==> src/rtl/mario_kinematics_if.sv <==
// Player motion bundle between the frame controller and the kinematics engine.
// The controller drives the strobe, the pad levels and the camera edge; the engine returns sprite state.
interface mario_kinematics_if #(
  parameter int unsigned X_W  = 11,
  parameter int unsigned Y_W  = 10,
  parameter int unsigned V_W  = 6,
  parameter int unsigned ID_W = 6
);
  logic                   tick;
  logic                   left;
  logic                   right;
  logic                   jump;
  logic [X_W-1:0]         view;
  logic [X_W-1:0]         mario_x;
  logic [Y_W-1:0]         mario_y;
  logic signed [V_W-1:0]  vel_x;
  logic signed [V_W-1:0]  vel_y;
  logic                   grounded;
  logic                   face_left;
  logic [2:0]             state;
  logic [ID_W-1:0]        mario_id;

  modport master (
    output tick, left, right, jump, view,
    input  mario_x, mario_y, vel_x, vel_y, grounded, face_left, state, mario_id
  );

  modport slave (
    input  tick, left, right, jump, view,
    output mario_x, mario_y, vel_x, vel_y, grounded, face_left, state, mario_id
  );
endinterface

==> src/rtl/mario_kinematics.sv <==
// Per-frame player motion: walk/skid/friction, jump/gravity/jump-cut, window clamping and
// sprite selection. Everything advances only on clk edges where tick is high.
module mario_kinematics #(
  parameter int unsigned X_W      = 11,
  parameter int unsigned Y_W      = 10,
  parameter int unsigned V_W      = 6,
  parameter int unsigned ID_W     = 6,
  parameter int unsigned ACCEL    = 1,
  parameter int unsigned MAX_VX   = 4,
  parameter int unsigned GRAVITY  = 1,
  parameter int unsigned JUMP_V   = 12,
  parameter int unsigned JUMP_CUT = 3,
  parameter int unsigned MAX_VY   = 8,
  parameter int unsigned GROUND_Y = 400,
  parameter int unsigned X_START  = 32,
  parameter int unsigned X_MAX    = 2000,
  parameter int unsigned ANIM_DIV = 4,
  parameter int unsigned ID_BASE  = 0
) (
  input logic               clk,
  input logic               rst,
  mario_kinematics_if.slave bus
);
  typedef enum logic [2:0] {
    StIdle = 3'd0, StWalk = 3'd1, StSkid = 3'd2, StRise = 3'd3, StFall = 3'd4
  } state_e;

  typedef logic signed [V_W+1:0] vel_t;
  typedef logic signed [X_W+1:0] xpos_t;
  typedef logic signed [Y_W+1:0] ypos_t;

  localparam int unsigned CntW = (ANIM_DIV > 1) ? $clog2(ANIM_DIV) : 1;

  localparam vel_t      Accel    = vel_t'(ACCEL);
  localparam vel_t      Accel2   = vel_t'(2 * ACCEL);
  localparam vel_t      MaxVx    = vel_t'(MAX_VX);
  localparam vel_t      Gravity  = vel_t'(GRAVITY);
  localparam vel_t      JumpV    = vel_t'(JUMP_V);
  localparam vel_t      JumpCut  = vel_t'(JUMP_CUT);
  localparam vel_t      MaxVy    = vel_t'(MAX_VY);
  localparam vel_t      One      = vel_t'(1);
  localparam xpos_t     XMax     = xpos_t'(X_MAX);
  localparam ypos_t     GroundY  = ypos_t'(GROUND_Y);
  localparam [CntW-1:0] AnimLast = CntW'(ANIM_DIV - 1);

  logic [X_W-1:0]        x_q, x_n;
  logic [Y_W-1:0]        y_q, y_n;
  logic signed [V_W-1:0] vx_q, vy_q;
  logic                  grounded_q, grounded_n;
  logic                  face_q, face_n;
  logic                  jump_prev_q;
  state_e                state_q, state_n;
  logic [ID_W-1:0]       id_q, id_n, off;
  logic [CntW-1:0]       cnt_q, cnt_n;
  logic [1:0]            frame_q, frame_n;

  vel_t  dir, vx, vy, vx_n, vy_n, step;
  xpos_t x_sum, view_s;
  ypos_t y_sum;
  logic  skid, launch, ceiling;

  always_comb begin
    dir = '0;
    if (bus.right && !bus.left) dir = One;
    else if (bus.left && !bus.right) dir = -One;

    // Horizontal: friction / skid on ground, momentum kept in the air.
    vx   = vel_t'(vx_q);
    skid = grounded_q && (dir != '0) && (vx != '0) && (dir[V_W+1] != vx[V_W+1]);
    step = skid ? Accel2 : Accel;
    if (grounded_q && ((dir == '0) || skid)) begin
      if (vx > step)       vx_n = vx - step;
      else if (vx < -step) vx_n = vx + step;
      else                 vx_n = '0;
    end else if (!grounded_q && (dir == '0)) begin
      vx_n = vx;
    end else begin
      vx_n = dir[V_W+1] ? (vx - Accel) : (vx + Accel);
      if (vx_n > MaxVx)       vx_n = MaxVx;
      else if (vx_n < -MaxVx) vx_n = -MaxVx;
    end

    view_s = $signed({2'b00, bus.view});
    x_sum  = $signed({2'b00, x_q}) + xpos_t'(vx_n);
    // Camera edge takes priority, even when it lies beyond the world edge.
    if ((x_sum < view_s) || (view_s > XMax)) begin
      x_n  = bus.view;
      vx_n = '0;
    end else if (x_sum > XMax) begin
      x_n  = X_W'(X_MAX);
      vx_n = '0;
    end else begin
      x_n = x_sum[X_W-1:0];
    end

    launch     = grounded_q && bus.jump && !jump_prev_q;
    vy         = vel_t'(vy_q);
    vy_n       = '0;
    y_n        = y_q;
    y_sum      = '0;
    grounded_n = grounded_q;
    ceiling    = 1'b0;
    if (launch) begin
      vy_n       = -JumpV;
      y_n        = y_q - Y_W'(JUMP_V);
      grounded_n = 1'b0;
    end else if (!grounded_q) begin
      vy_n = (state_q == StRise && !bus.jump && vy < -JumpCut) ? -JumpCut : vy;
      vy_n = vy_n + Gravity;
      if (vy_n > MaxVy) vy_n = MaxVy;
      y_sum = $signed({2'b00, y_q}) + ypos_t'(vy_n);
      if (y_sum >= GroundY) begin
        y_n        = Y_W'(GROUND_Y);
        vy_n       = '0;
        grounded_n = 1'b1;
      end else if (y_sum[Y_W+1]) begin
        y_n     = '0;
        vy_n    = '0;
        ceiling = 1'b1;
      end else begin
        y_n = y_sum[Y_W-1:0];
      end
    end

    if (grounded_n) begin
      if (skid)                             state_n = StSkid;
      else if ((vx_n != '0) || (dir != '0)) state_n = StWalk;
      else                                  state_n = StIdle;
    end else if (launch) begin
      state_n = StRise;
    end else if (ceiling || (state_q == StRise && !vy_n[V_W+1])) begin
      state_n = StFall;
    end else begin
      state_n = state_q;
    end

    face_n = (grounded_q && (dir != '0)) ? dir[V_W+1] : face_q;

    // Walk cycle restarts at its first frame whenever WALK is (re)entered.
    cnt_n   = '0;
    frame_n = '0;
    if (state_n == StWalk && state_q == StWalk) begin
      if (cnt_q == AnimLast) begin
        frame_n = (frame_q == 2'd2) ? 2'd0 : 2'(frame_q + 2'd1);
      end else begin
        cnt_n   = CntW'(cnt_q + 1'b1);
        frame_n = frame_q;
      end
    end

    case (state_n)
      StIdle:  off = '0;
      StWalk:  off = ID_W'(1) + ID_W'(frame_n);
      StSkid:  off = ID_W'(4);
      default: off = ID_W'(5);
    endcase
    id_n = ID_W'(ID_BASE) + off + (face_n ? ID_W'(8) : ID_W'(0));
  end

  always_ff @(posedge clk or posedge rst) begin
    if (rst) begin
      x_q         <= X_W'(X_START);
      y_q         <= Y_W'(GROUND_Y);
      vx_q        <= '0;
      vy_q        <= '0;
      grounded_q  <= 1'b1;
      face_q      <= 1'b0;
      jump_prev_q <= 1'b1;
      state_q     <= StIdle;
      id_q        <= ID_W'(ID_BASE);
      cnt_q       <= '0;
      frame_q     <= '0;
    end else if (bus.tick) begin
      x_q         <= x_n;
      y_q         <= y_n;
      vx_q        <= vx_n[V_W-1:0];
      vy_q        <= vy_n[V_W-1:0];
      grounded_q  <= grounded_n;
      face_q      <= face_n;
      jump_prev_q <= bus.jump;
      state_q     <= state_n;
      id_q        <= id_n;
      cnt_q       <= cnt_n;
      frame_q     <= frame_n;
    end
  end

  assign bus.mario_x   = x_q;
  assign bus.mario_y   = y_q;
  assign bus.vel_x     = vx_q;
  assign bus.vel_y     = vy_q;
  assign bus.grounded  = grounded_q;
  assign bus.face_left = face_q;
  assign bus.state     = state_q;
  assign bus.mario_id  = id_q;
endmodule

==> src/flat_wrapper.sv <==
// flat-port wrapper written by rule: the top's interface ports become plain ports
module mario_kinematics_flat 
#(
  parameter int unsigned X_W      = 11,
  parameter int unsigned Y_W      = 10,
  parameter int unsigned V_W      = 6,
  parameter int unsigned ID_W     = 6,
  parameter int unsigned ACCEL    = 1,
  parameter int unsigned MAX_VX   = 4,
  parameter int unsigned GRAVITY  = 1,
  parameter int unsigned JUMP_V   = 12,
  parameter int unsigned JUMP_CUT = 3,
  parameter int unsigned MAX_VY   = 8,
  parameter int unsigned GROUND_Y = 400,
  parameter int unsigned X_START  = 32,
  parameter int unsigned X_MAX    = 2000,
  parameter int unsigned ANIM_DIV = 4,
  parameter int unsigned ID_BASE  = 0
)
  (clk, rst, bus_tick, bus_left, bus_right, bus_jump, bus_view, bus_mario_x, bus_mario_y, bus_vel_x, bus_vel_y, bus_grounded, bus_face_left, bus_state, bus_mario_id);
  mario_kinematics_if #(.X_W(X_W), .Y_W(Y_W), .V_W(V_W), .ID_W(ID_W)) bus_i ();
  input logic clk;
  input logic rst;
  input wire logic [$bits(bus_i.tick)-1:0] bus_tick;
  input wire logic [$bits(bus_i.left)-1:0] bus_left;
  input wire logic [$bits(bus_i.right)-1:0] bus_right;
  input wire logic [$bits(bus_i.jump)-1:0] bus_jump;
  input wire logic [$bits(bus_i.view)-1:0] bus_view;
  output wire logic [$bits(bus_i.mario_x)-1:0] bus_mario_x;
  output wire logic [$bits(bus_i.mario_y)-1:0] bus_mario_y;
  output wire logic [$bits(bus_i.vel_x)-1:0] bus_vel_x;
  output wire logic [$bits(bus_i.vel_y)-1:0] bus_vel_y;
  output wire logic [$bits(bus_i.grounded)-1:0] bus_grounded;
  output wire logic [$bits(bus_i.face_left)-1:0] bus_face_left;
  output wire logic [$bits(bus_i.state)-1:0] bus_state;
  output wire logic [$bits(bus_i.mario_id)-1:0] bus_mario_id;
  assign bus_i.tick = bus_tick;
  assign bus_i.left = bus_left;
  assign bus_i.right = bus_right;
  assign bus_i.jump = bus_jump;
  assign bus_i.view = bus_view;
  assign bus_mario_x = bus_i.mario_x;
  assign bus_mario_y = bus_i.mario_y;
  assign bus_vel_x = bus_i.vel_x;
  assign bus_vel_y = bus_i.vel_y;
  assign bus_grounded = bus_i.grounded;
  assign bus_face_left = bus_i.face_left;
  assign bus_state = bus_i.state;
  assign bus_mario_id = bus_i.mario_id;
  mario_kinematics #(.X_W(X_W), .Y_W(Y_W), .V_W(V_W), .ID_W(ID_W), .ACCEL(ACCEL), .MAX_VX(MAX_VX), .GRAVITY(GRAVITY), .JUMP_V(JUMP_V), .JUMP_CUT(JUMP_CUT), .MAX_VY(MAX_VY), .GROUND_Y(GROUND_Y), .X_START(X_START), .X_MAX(X_MAX), .ANIM_DIV(ANIM_DIV), .ID_BASE(ID_BASE)) u_core (.clk(clk), .rst(rst), .bus(bus_i));
endmodule
==> config.mk <==
export PLATFORM = sky130hd
export DESIGN_NAME = mario_kinematics_flat
export DESIGN_NICKNAME = d
export VERILOG_FILES = /design/src/rtl/mario_kinematics_if.sv /design/src/rtl/mario_kinematics.sv /design/src/flat_wrapper.sv
export SDC_FILE = /design/constraint.sdc
export NUM_CORES = 1
export LEC_CHECK = 0
export BUFFER_PORTS_ARGS = -buffer_cell sky130_fd_sc_hd__buf_2
export CAP_MARGIN = 0
export CELL_PAD_IN_SITES_DETAIL_PLACEMENT = 0
export CELL_PAD_IN_SITES_GLOBAL_PLACEMENT = 1
export CORE_AREA = 2 2 114 116
export CTS_BUF_LIST = sky130_fd_sc_hd__clkbuf_4
export DETAILED_ROUTE_END_ITERATION = 8
export DIE_AREA = 0 0 116 118
export PLACE_DENSITY_LB_ADDON = 0.1
export SLEW_MARGIN = 20
export SYNTH_ARGS = -nofsm -noshare
export SYNTH_HDL_FRONTEND = slang
export SYNTH_SLANG_ARGS = --single-unit
==> constraint.sdc <==
create_clock -name clk -period 5.87 [get_ports clk]
set_input_delay 0.2935 -clock clk [delete_from_list [all_inputs] [get_ports clk]]
set_output_delay 0.2935 -clock clk [all_outputs]
set_load 0.01 [all_outputs]
# ---- Word level (Yosys, flattened, before mapping)
# Cells that the tools add are included.
dict set report word_totals {
  output_inout_bits 44
  word_cells 117
  in_bits 17
  register_bits 49
}
dict set report op_classes {
  n_eq_ne 8
  muxes 46
  order_cmp 10
  n_reduce_logical 29
  add_sub_neg 13
}
# operator count
set ops {}
lappend ops {{2-to-1 mux 8 bit} 19}
lappend ops {{2-to-1 mux 10 bit} 4}
lappend ops {{nonzero test 8 bit} 3}
lappend ops {{2-to-1 mux 11 bit} 2}
lappend ops {{one-hot mux 6 bit (3 select lines)} 1}
lappend ops {{adder 12 x 8 -> 13 bit} 1}
lappend ops {{> comparator 13 x 12 -> 1 bit, second input constant} 1}
lappend ops {{logical AND 1 bit} 13}
lappend ops {{< comparator 13 x 12 -> 1 bit} 1}
lappend ops {{adder 11 x 8 -> 12 bit} 1}
lappend ops {{greater-or-equal comparator 12 x 10 -> 1 bit, second input constant} 1}
lappend ops {{2-to-1 mux 2 bit} 6}
lappend ops {{2-to-1 mux 3 bit} 4}
lappend ops {{> comparator 11 bit, second input constant} 1}
lappend ops {{subtractor 10 x 4 -> 10 bit, second input constant} 1}
lappend ops {{2-to-1 mux 1 bit} 9}
lappend ops {{adder 8 x 2 -> 8 bit, second input constant} 1}
lappend ops {{> comparator 8 x 4 -> 1 bit, second input constant} 1}
lappend ops {{> comparator 8 x 5 -> 1 bit, second input constant} 1}
lappend ops {{zero test 8 bit} 1}
lappend ops {{< comparator 6 x 8 -> 1 bit} 1}
lappend ops {{< comparator 8 x 3 -> 1 bit, second input constant} 1}
lappend ops {{negator 8 bit} 1}
lappend ops {{adder 6 x 2 -> 7 bit, second input constant} 1}
lappend ops {{other kinds (18)} 30}

# ---- Depth between registers and ports, before layout
# Gate-level depths: netlist of the first run.
dict set report depth {
  ltp_word 29
  mapped_depth 37
  ltp_nobuf 34
}

# ---- Worst setup path before layout of the first run
# Ideal clock, no wire load.
dict set report synth_path {
  path_type {input to register}
  startpoint {input bus_right}
  endpoint {register u_core.id_q[1] (netlist: u_core.bus.mario_id[1])}
  arrival_time_ns 6.474
  n_path_buf 3
  required_ns 5.736
  setup_ns 0.134
  stages 35
  path_slack_ns -0.738
  path_cell_list {inv_1 -> ha_1 -> buf_4 -> buf_2 -> xor2_1 -> ha_1 -> nor2b_1 -> o22ai_1 -> a21oi_1 -> xnor2_1 -> nand3_1 -> ha_1 -> a211o_1 -> o31ai_2 -> ha_1 -> inv_1 -> fa_1 -> nand3b_1 -> a21bo_2 -> mux2i_1 -> nand2_1 -> ha_1 -> and4_1 -> o211ai_1 -> o21ai_0 -> nand3_1 -> a311oi_1 -> and4_1 -> buf_2 -> o221ai_1 -> o21a_2 -> nor3b_1 -> ha_1 -> inv_1 -> o22ai_1}
}
dict set report synth_via {
  elab_chain_len 29
  elab_cells_between_ends 48
  classes_between {6 x add/sub; 6 x order compare; 3 x eq/ne; 17 x mux; 16 x reduce/logical}
}
# item line_no
set synth_lines {}
lappend synth_lines {{start, declared} flat_wrapper.sv:26} ;# input wire logic [$bits(bus_i.right)-1:0] bus_right;
lappend synth_lines {{zero test 1 bit} mario_kinematics.sv:65} ;# else if (bus.left && !bus.right) dir = -One;
lappend synth_lines {{logical AND 1 bit} mario_kinematics.sv:65}
lappend synth_lines {{2-to-1 mux 8 bit} mario_kinematics.sv:65}
lappend synth_lines {{2-to-1 mux 8 bit (*)} mario_kinematics.sv:64} ;# if (bus.right && !bus.left) dir = One;
lappend synth_lines {{nonzero test 8 bit} {mario_kinematics.sv:69, mario_kinematics.sv:127}}
lappend synth_lines {{logical AND 1 bit (3 in series)} mario_kinematics.sv:69} ;# skid = grounded_q && (dir != '0) && (vx != '0) && (dir[V_W+1] != vx[V_W+1]);
lappend synth_lines {{2-to-1 mux 2 bit} mario_kinematics.sv:70} ;# step = skid ? Accel2 : Accel;
lappend synth_lines {{negator 8 bit} mario_kinematics.sv:73} ;# else if (vx < -step) vx_n = vx + step;
lappend synth_lines {{(+12 left out)} --}
lappend synth_lines {{2-to-1 mux 3 bit (*)} mario_kinematics.sv:125} ;# if (grounded_n) begin
lappend synth_lines {{equality test 3 x 1 -> 1 bit (*)} mario_kinematics.sv:142} ;# if (state_n == StWalk && state_q == StWalk) begin
lappend synth_lines {{logical AND 1 bit (*)} mario_kinematics.sv:142}
lappend synth_lines {{2-to-1 mux 2 bit (*)} mario_kinematics.sv:142}
lappend synth_lines {{net u_core.frame_n[1]} mario_kinematics.sv:55} ;# logic [1:0] frame_q, frame_n;
lappend synth_lines {{adder 1 x 2 -> 3 bit (*)} mario_kinematics.sv:153} ;# StWalk: off = ID_W'(1) + ID_W'(frame_n);
lappend synth_lines {{one-hot mux 6 bit (3 select lines) (*)} mario_kinematics.sv:151} ;# case (state_n)
lappend synth_lines {{adder 6 bit (*)} mario_kinematics.sv:157} ;# id_n = ID_W'(ID_BASE) + off + (face_n ? ID_W'(8) : ID_W'(0));
lappend synth_lines {{end signal, assigned} mario_kinematics.sv:170} ;# id_q <= ID_W'(ID_BASE);
lappend synth_lines {{end signal, assigned} mario_kinematics.sv:182} ;# id_q <= id_n;
lappend synth_lines {{end, declared} mario_kinematics.sv:53} ;# logic [ID_W-1:0] id_q, id_n, off;
# The timed path passes the listed nets; every way through them passes the cells marked *.
# A chain may end at the register's enable or synchronous reset.

# ---- Final worst setup path of the first run
dict set report layout_path {
  startpoint {register u_core.vx_q[1] (netlist: u_core.bus.vel_x[1])}
  endpoint {register u_core.id_q[1] (netlist: u_core.bus.mario_id[1])}
}
dict set report layout_via {
  elab_chain_len 24
  elab_cells_between_ends 41
  classes_between {8 x add/sub; 6 x order compare; 2 x eq/ne; 15 x mux; 10 x reduce/logical}
}
# item line_no
set layout_lines {}
lappend layout_lines {{start, declared} mario_kinematics.sv:48} ;# logic signed [V_W-1:0] vx_q, vy_q;
lappend layout_lines {{start signal, assigned} mario_kinematics.sv:176} ;# vx_q <= vx_n[V_W-1:0];
lappend layout_lines {{nonzero test 8 bit} mario_kinematics.sv:69}
lappend layout_lines {{logical AND 1 bit (2 in series)} mario_kinematics.sv:69}
lappend layout_lines {{2-to-1 mux 2 bit} mario_kinematics.sv:70}
lappend layout_lines {{negator 8 bit} mario_kinematics.sv:73}
lappend layout_lines {{< comparator 6 x 8 -> 1 bit} mario_kinematics.sv:73}
lappend layout_lines {{2-to-1 mux 8 bit} mario_kinematics.sv:73}
lappend layout_lines {{2-to-1 mux 8 bit} mario_kinematics.sv:72} ;# if (vx > step) vx_n = vx - step;
lappend layout_lines {{2-to-1 mux 8 bit} mario_kinematics.sv:71} ;# if (grounded_q && ((dir == '0) || skid)) begin
lappend layout_lines {{(+8 left out)} --}
lappend layout_lines {{2-to-1 mux 3 bit (*)} mario_kinematics.sv:125}
lappend layout_lines {{equality test 3 x 1 -> 1 bit (*)} mario_kinematics.sv:142}
lappend layout_lines {{logical AND 1 bit (*)} mario_kinematics.sv:142}
lappend layout_lines {{2-to-1 mux 2 bit (*)} mario_kinematics.sv:142}
lappend layout_lines {{net u_core.frame_n[1]} mario_kinematics.sv:55}
lappend layout_lines {{adder 1 x 2 -> 3 bit (*)} mario_kinematics.sv:153}
lappend layout_lines {{one-hot mux 6 bit (3 select lines) (*)} mario_kinematics.sv:151}
lappend layout_lines {{adder 6 bit (*)} mario_kinematics.sv:157}
# Marks and branches as above.

==> results of run 1 <==
[registers in the layout, summed over array words and instances (netlist names)]
signal,flops
u_core.bus.grounded,1
u_core.bus.mario_y,10
u_core.jump_prev_q,1
u_core.bus.vel_y,6
u_core.bus.state,3
u_core.bus.mario_id,4
u_core.bus.vel_x,6
u_core.bus.mario_x,11
u_core.frame_q,2
u_core.cnt_q,2
[Yosys cell counts, drive strengths merged, types with 4 or more instances]
cell,number
and2,5
a31oi,4
and3,10
o211ai,10
nor3b,5
nor2b,11
nand2b,18
buf,15
mux2i,9
nor3,14
mux2,4
a21oi,52
nand4,5
clkbuf,14
o21ai,52
o21a,5
fa,4
a211oi,6
ha,49
o21bai,6
nor2,50
inv,65
xor2,7
or2,5
o31ai,4
or3,5
a21o,10
o22ai,12
xnor2,15
dfrtp,40
dfstp,6
a22oi,7
nor4,5
nand2,35
a211o,4
nand3,23
[worst register-to-register path: cells and delay by family (launching register included)]
kind	cells	cell delay, ns
AO/OA/AOI/OAI	12	2.40
flip-flops	1	0.46
AND/OR/NAND/NOR	7	1.37
adder cells (fa/ha/maj)	5	1.37
buffers and inverters	3	0.36
XOR/XNOR	2	0.36
[per-stage QoR]
stage / std cells / hold slack (ns) / cell area (sq um)
6_report: 991 / 0.00942 / 6820
5_1_grt: 991 / 0.0517 / 6820
4_1_cts: 984 / 0.0260 / 6630
3_3_place_gp: 968 / 0.484 / 6400
2_1_floorplan: 646 / 0.446 / 5130
3_5_place_dp: 968 / 0.491 / 6400
[layer usage]
| metal | vias up | global-route usage | part of all wire |
|---|---|---|---|
| li1 | 2688 | - | - |
| met1 | 2607 | 0.295 | 0.44 |
| met2 | 107 | 0.417 | 0.51 |
| met3 | 22 | 0.0278 | 0.030 |
| met4 | 0 | 0.0662 | 0.022 |
| met5 | - | 0 | 0 |
[worst max-delay path by stage]
stage                             start                endpoint  slack [ns]  cells past startpoint
finish              u_core.bus.vel_x[1]  u_core.bus.mario_id[1]       -0.55                     29
global route        u_core.bus.vel_x[2]  u_core.bus.mario_id[1]       -0.99                     31
CTS                 u_core.bus.vel_x[2]  u_core.bus.mario_id[1]       -0.56                     29
detailed placement            bus_right  u_core.bus.mario_id[1]       -0.90                     32
global placement              bus_right  u_core.bus.mario_id[1]       -0.75                     33
floorplan                     bus_right  u_core.bus.mario_id[1]       -0.41                     35
[cell type report]
cell class,instances,area share
Multi-Input combinational cell,505,0.553
Timing Repair Buffer,193,0.195
Inverter,66,0.0382
Clock buffer,6,0.00660
Antenna cell,1,0.000367
Tap cell,172,0.0316
Clock inverter,2,0.00550
Sequential cell,46,0.170
[logic make-up (layout without fill, tap and decap cells)]
family | after synthesis | count (layout) | share of synthesized area
xor+xnor | 22 | 22 | 0.0384
compound gates | 214 | 214 | 0.283
mux | 13 | 13 | 0.0277
buf+inv | 95 | 267 | 0.0758
simple gates | 201 | 201 | 0.205
flops | 46 | 46 | 0.231
fa+ha+maj | 53 | 53 | 0.138
other cells | 1 | 3 | 0.000747
[what timing repair did]
item	CTS	global route
pin swaps	22	8
resized for setup	16	34
setup endpoints to repair	25	30
buffers inserted	8	6
==> summary.txt, run 1 <==
Outcome
  – Status: finished, violations left
  – Failing checks: negative setup slack

Synthesis
  – Post-synth top area share: 0.199
  – Ys async rst share: 1.00
  – Top cells by area, synth: dfrtp_1 (20%), ha_1 (12%), a21oi_1 (5.2%)
  – Top FF cell, synth: dfrtp_1
  – Area of the mapped netlist: between 5000 and 6000 sq um
  – Area leader, netlist: dfrtp_1
  – Unique masters post-synth: a little under 80
  – Synthesized instance count: 645
  – Synth warn: 0
  – Average instance area after synthesis: just under 8 sq um
  – Register area share after synthesis: 0.231
  – EDFF count, synth: 0
  – Yosys reg bits: 46

Worst setup path
  – FF-to-FF setup slack: -0.55 ns
  – CP Class: flip-flop to flip-flop
  – CP max-delay cell: dfrtp_2
  – CP Data Required Time: a little over 6 ns
  – Critical path's largest stage delay: roughly 0.46 ns
  – Cell family with most CP delay: compound AO/OA/AOI/OAI gates
  – CP Max Fanout: 6
  – Crit start category: flip-flop
  – WP buf/inv: 3
  – Worst r2r dst: u_core.bus.mario_id[1]
  – Reg2reg path depth: 29
  – CP arrival: roughly 6.7 ns
  – Crit. End Element: flip-flop
  – R2R Path Start: u_core.bus.vel_x[1]

Place
  – Setup WS pre-CTS: -0.899 ns
  – Number of port buffers: 58
  – Final Wtd Congestion: 0.898
  – Detail Placement HPWL: 12300 um

Layout
  – Fill cells: about 1200
  – Area of the multi-input gates: about 3800 sq um
  – Most common cell after layout, fill and taps aside: buf_4
  – Leading cell types in the layout, fill and taps excluded: buf_4 (131), inv_1 (61), buf_2 (58), a21oi_1 (51), nor2_1 (49)
  – Area delta synth->final: 35.9%
  – Final Net Count: just under 900
  – Seq. cell area: 1160 sq um
  – Share of post-route cells with drive strength above 1: 0.329
  – Fin util: 0.549

CTS
  – Post-CTS Hold Fix Bufs: 0
  – Sink Count: 46
  – Clk pin slew, worst setup/hold paths: about 0.16 ns
  – Root buffer cell: clkbuf_4
  – CTS Buffer Depth: 2
  – CTS tree: yes
  – Worst skew pair latency: roughly 0.42 ns
  – H-tree lvl count: 2
  – TritonCTS Buffers: 5

Floorplan
  – CORE AREA: roughly 12000 sq um
  – Die X: between 100 and 150 um
  – Die height: approximately 120 um
  – Row count: slightly above 40
  – Initial Util: 0.404
  – Die Area: roughly 14000 sq um
  – I/O Pins: 61

Global routing
  – Vias in the first global route: between 5000 and 6000
  – Wire length of the first global-routing pass: 25800 um
  – Initial antenna violation count: 1
  – Grt ovf: 0
  – GRT Total Usage: 0.235
  – Pin count of the biggest net entering global routing: 66

Timing
  – Fmax: between 150 and 200 MHz
  – Setup slack after layout: -0.554 ns
  – Final slew viol count: 0
  – Clock skew: 0.0128 ns
  – Final hold vios: 0
  – Minimum clock period: roughly 6.4 ns
  – Setup TNS: -9.86 ns
  – RSZ-0062 raised after global routing: yes
  – Period utilization: 1.09
  – Setup violators final: 25
  – Worst Max-Slew Pin Slew: about 0.89 ns
  – Worst slew margin: 0.403

Run
  – Max_cap viols: 0

Drt
  – DR vias: 5424
  – WL per Instance: 16.2 um
  – Routed Antenna Nets: 0
  – DRT iter0 DRCs: about 230
  – Drt via density: 5.47
  – Final wirelength: about 16000 um
  – DR DRC count: 0
  – First drt pass iteration count: 5

Worst hold path
  – HP Class: input port to asynchronous set/reset pin
Power of run 1 is left out: the tool's default activity adds up to more than one toggle a clock period on the data nets, which glitch-free logic cannot reach.
==> run 2: changes to the inputs <==
--- a/config.mk
+++ b/config.mk
@@ -14,6 +14,7 @@
 export DETAILED_ROUTE_END_ITERATION = 8
 export DIE_AREA = 0 0 116 118
 export PLACE_DENSITY_LB_ADDON = 0.1
+export RECOVER_POWER = 50
 export SLEW_MARGIN = 20
 export SYNTH_ARGS = -nofsm -noshare
 export SYNTH_HDL_FRONTEND = slang
==> run 2 against run 1 <==
Net effect:
- the flow finishes with violations (max-capacitance violations, max-slew violations, negative setup slack)
- worst setup slack about the same
- global-route usage did not move
- non-clock buffer count unchanged
- clock-buffer cell count is the same
- via count stayed put
- die area unchanged
- register-to-register slack barely moved
- first-iteration DRC count did not move
- maximum frequency about the same
- hold slack better by 0.13 ns
- critical endpoint unchanged
==> summary.txt, run 2 (synthesized netlist as in run 1, its figures left out) <==
Worst setup path
  – Crit. End Element: flip-flop
  – CP Class: flip-flop to flip-flop
  – FF-to-FF setup slack: -0.55 ns
  – CP max-delay cell: dfrtp_2
  – CP Max Fanout: 6
  – Critical path's largest stage delay: ~0.46 ns
  – Reg2reg path depth: 29
  – CP arrival: between 6 and 7 ns
  – Crit start category: flip-flop
  – CP Data Required Time: about 6 ns

Global routing
  – Wire length of the first global-routing pass: 25800 um
  – Initial antenna violation count: 1
  – Vias in the first global route: roughly 5400
  – Grt ovf: 0
  – Pin count of the biggest net entering global routing: 66
  – GRT Total Usage: 0.235

CTS
  – Post-CTS Hold Fix Bufs: 0
  – Root buffer cell: clkbuf_4
  – H-tree lvl count: 2
  – CTS tree: yes
  – Sink Count: 46
  – CTS Buffer Depth: 2
  – TritonCTS Buffers: 5
  – Worst skew pair latency: roughly 0.42 ns
  – Clk pin slew, worst setup/hold paths: 0.16 ns

Layout
  – Number of flip-flops in the largest register: 11
  – Final Net Count: 887
  – Leading cell types in the layout, fill and taps excluded: buf_4 (130), inv_1 (61), buf_2 (58), a21oi_1 (51), nor2_1 (49)
  – Area delta synth->final: 35.8%
  – Finished layout cell area: between 6000 and 7000 sq um
  – Most common cell after layout, fill and taps aside: buf_4
  – Share of post-route cells with drive strength above 1: 0.326

Place
  – Final Wtd Congestion: between 0.8 and 0.9
  – Number of port buffers: between 50 and 60
  – Detail Placement HPWL: ~12000 um
  – Setup WS pre-CTS: -0.899 ns
  – Area post-placement: 6400 sq um

Floorplan
  – Row count: between 40 and 50
  – Initial Util: 0.404
  – Die height: 118 um
  – Die Area: ~14000 sq um
  – I/O Pins: 61
  – CORE AREA: around 12000 sq um
  – Die X: between 100 and 150 um

Drt
  – First drt pass iteration count: 5
  – DR vias: about 5400
  – Final wirelength: between 15000 and 20000 um
  – DRT iter0 DRCs: 232
  – Drt via density: roughly 5.5
  – Routed Antenna Nets: 0
  – WL per Instance: between 15 and 20 um
  – DR DRC count: 0

Outcome
  – Failing checks: max-capacitance violations, max-slew violations, negative setup slack
  – Status: finished, violations left

Timing
  – Worst slew margin: -0.750
  – Setup violators final: 25
  – Worst Max-Slew Pin Slew: approximately 2.6 ns
  – RSZ-0062 raised after global routing: yes
  – Final hold vios: 0
  – Minimum clock period: approximately 6.4 ns
  – Setup slack after layout: -0.554 ns
  – Period utilization: 1.09
  – Clock skew: around 0.013 ns
  – Fmax: ~160 MHz
  – Final slew viol count: between 40 and 50

Worst hold path
  – HP Class: input port to flip-flop
  – Hold depth: 3

Run
  – Max_cap viols: 1
-- run 2: layout make-up --
cell class	instances	area, sq um
timing repair buffer	193	1320
clock inverter	2	37.5
tap	172	215
multi-input combinational	505	3770
antenna	1	2.50
sequential	46	1160
inverter	66	260
fill	1242	5600
clock buffer	6	45.0
-- run 2: critical path: cells and delay by family, from the launching register on --
family          cells  cell delay, ns
buf+inv             3            0.35
fa+ha+maj           5            1.37
compound gates     12            2.40
xor+xnor            2            0.36
simple gates        7            1.37
flops               1            0.46
-- run 2: stage by stage --
| stage | hold slack [ns] | std cells | utilization | setup TNS, ns |
|---|---|---|---|---|
| 2_1_floorplan | 0.446 | 646 | - | -1.72 |
| 3_3_place_gp | 0.484 | 968 | 0.516 | -14.22 |
| 3_5_place_dp | 0.491 | 968 | 0.516 | -16.62 |
| 4_1_cts | 0.0260 | 984 | 0.534 | -9.41 |
| 5_1_grt | 0.152 | 991 | 0.549 | -20.46 |
| 6_report | 0.142 | 991 | 0.549 | -9.86 |
-- run 2: repair_timing --
action	4_1_cts	5_1_grt
gates resized for setup	16	34
endpoints found under the setup margin	25	30
pin swaps	22	8
setup buffers	8	6
-- run 2: path summary, 6_finish.rpt --
path / start / end
min in group asynchronous: rst / u_core.bus.mario_x[4]
worst max-delay path: u_core.bus.vel_x[1] / u_core.bus.mario_id[1]
worst max register to register: u_core.bus.vel_x[1] / u_core.bus.mario_id[1]
worst min register to register: u_core.bus.mario_id[3] / u_core.bus.mario_id[3]
max in group asynchronous: rst / u_core.bus.vel_x[0]
worst min-delay path: bus_view[6] / u_core.bus.mario_x[6]
-- run 2: per-layer routing --
| metal | global-route usage | vias to the layer above | wire length (um) |
|---|---|---|---|
| met5 | 0 | - | 0 |
| met4 | 0.0662 | 0 | 357 |
| met3 | 0.0278 | 22 | 485 |
| met2 | 0.417 | 107 | 8190 |
| met1 | 0.295 | 2607 | 7010 |
| li1 | - | 2688 | - |
Power of run 2 is left out for the same reason.
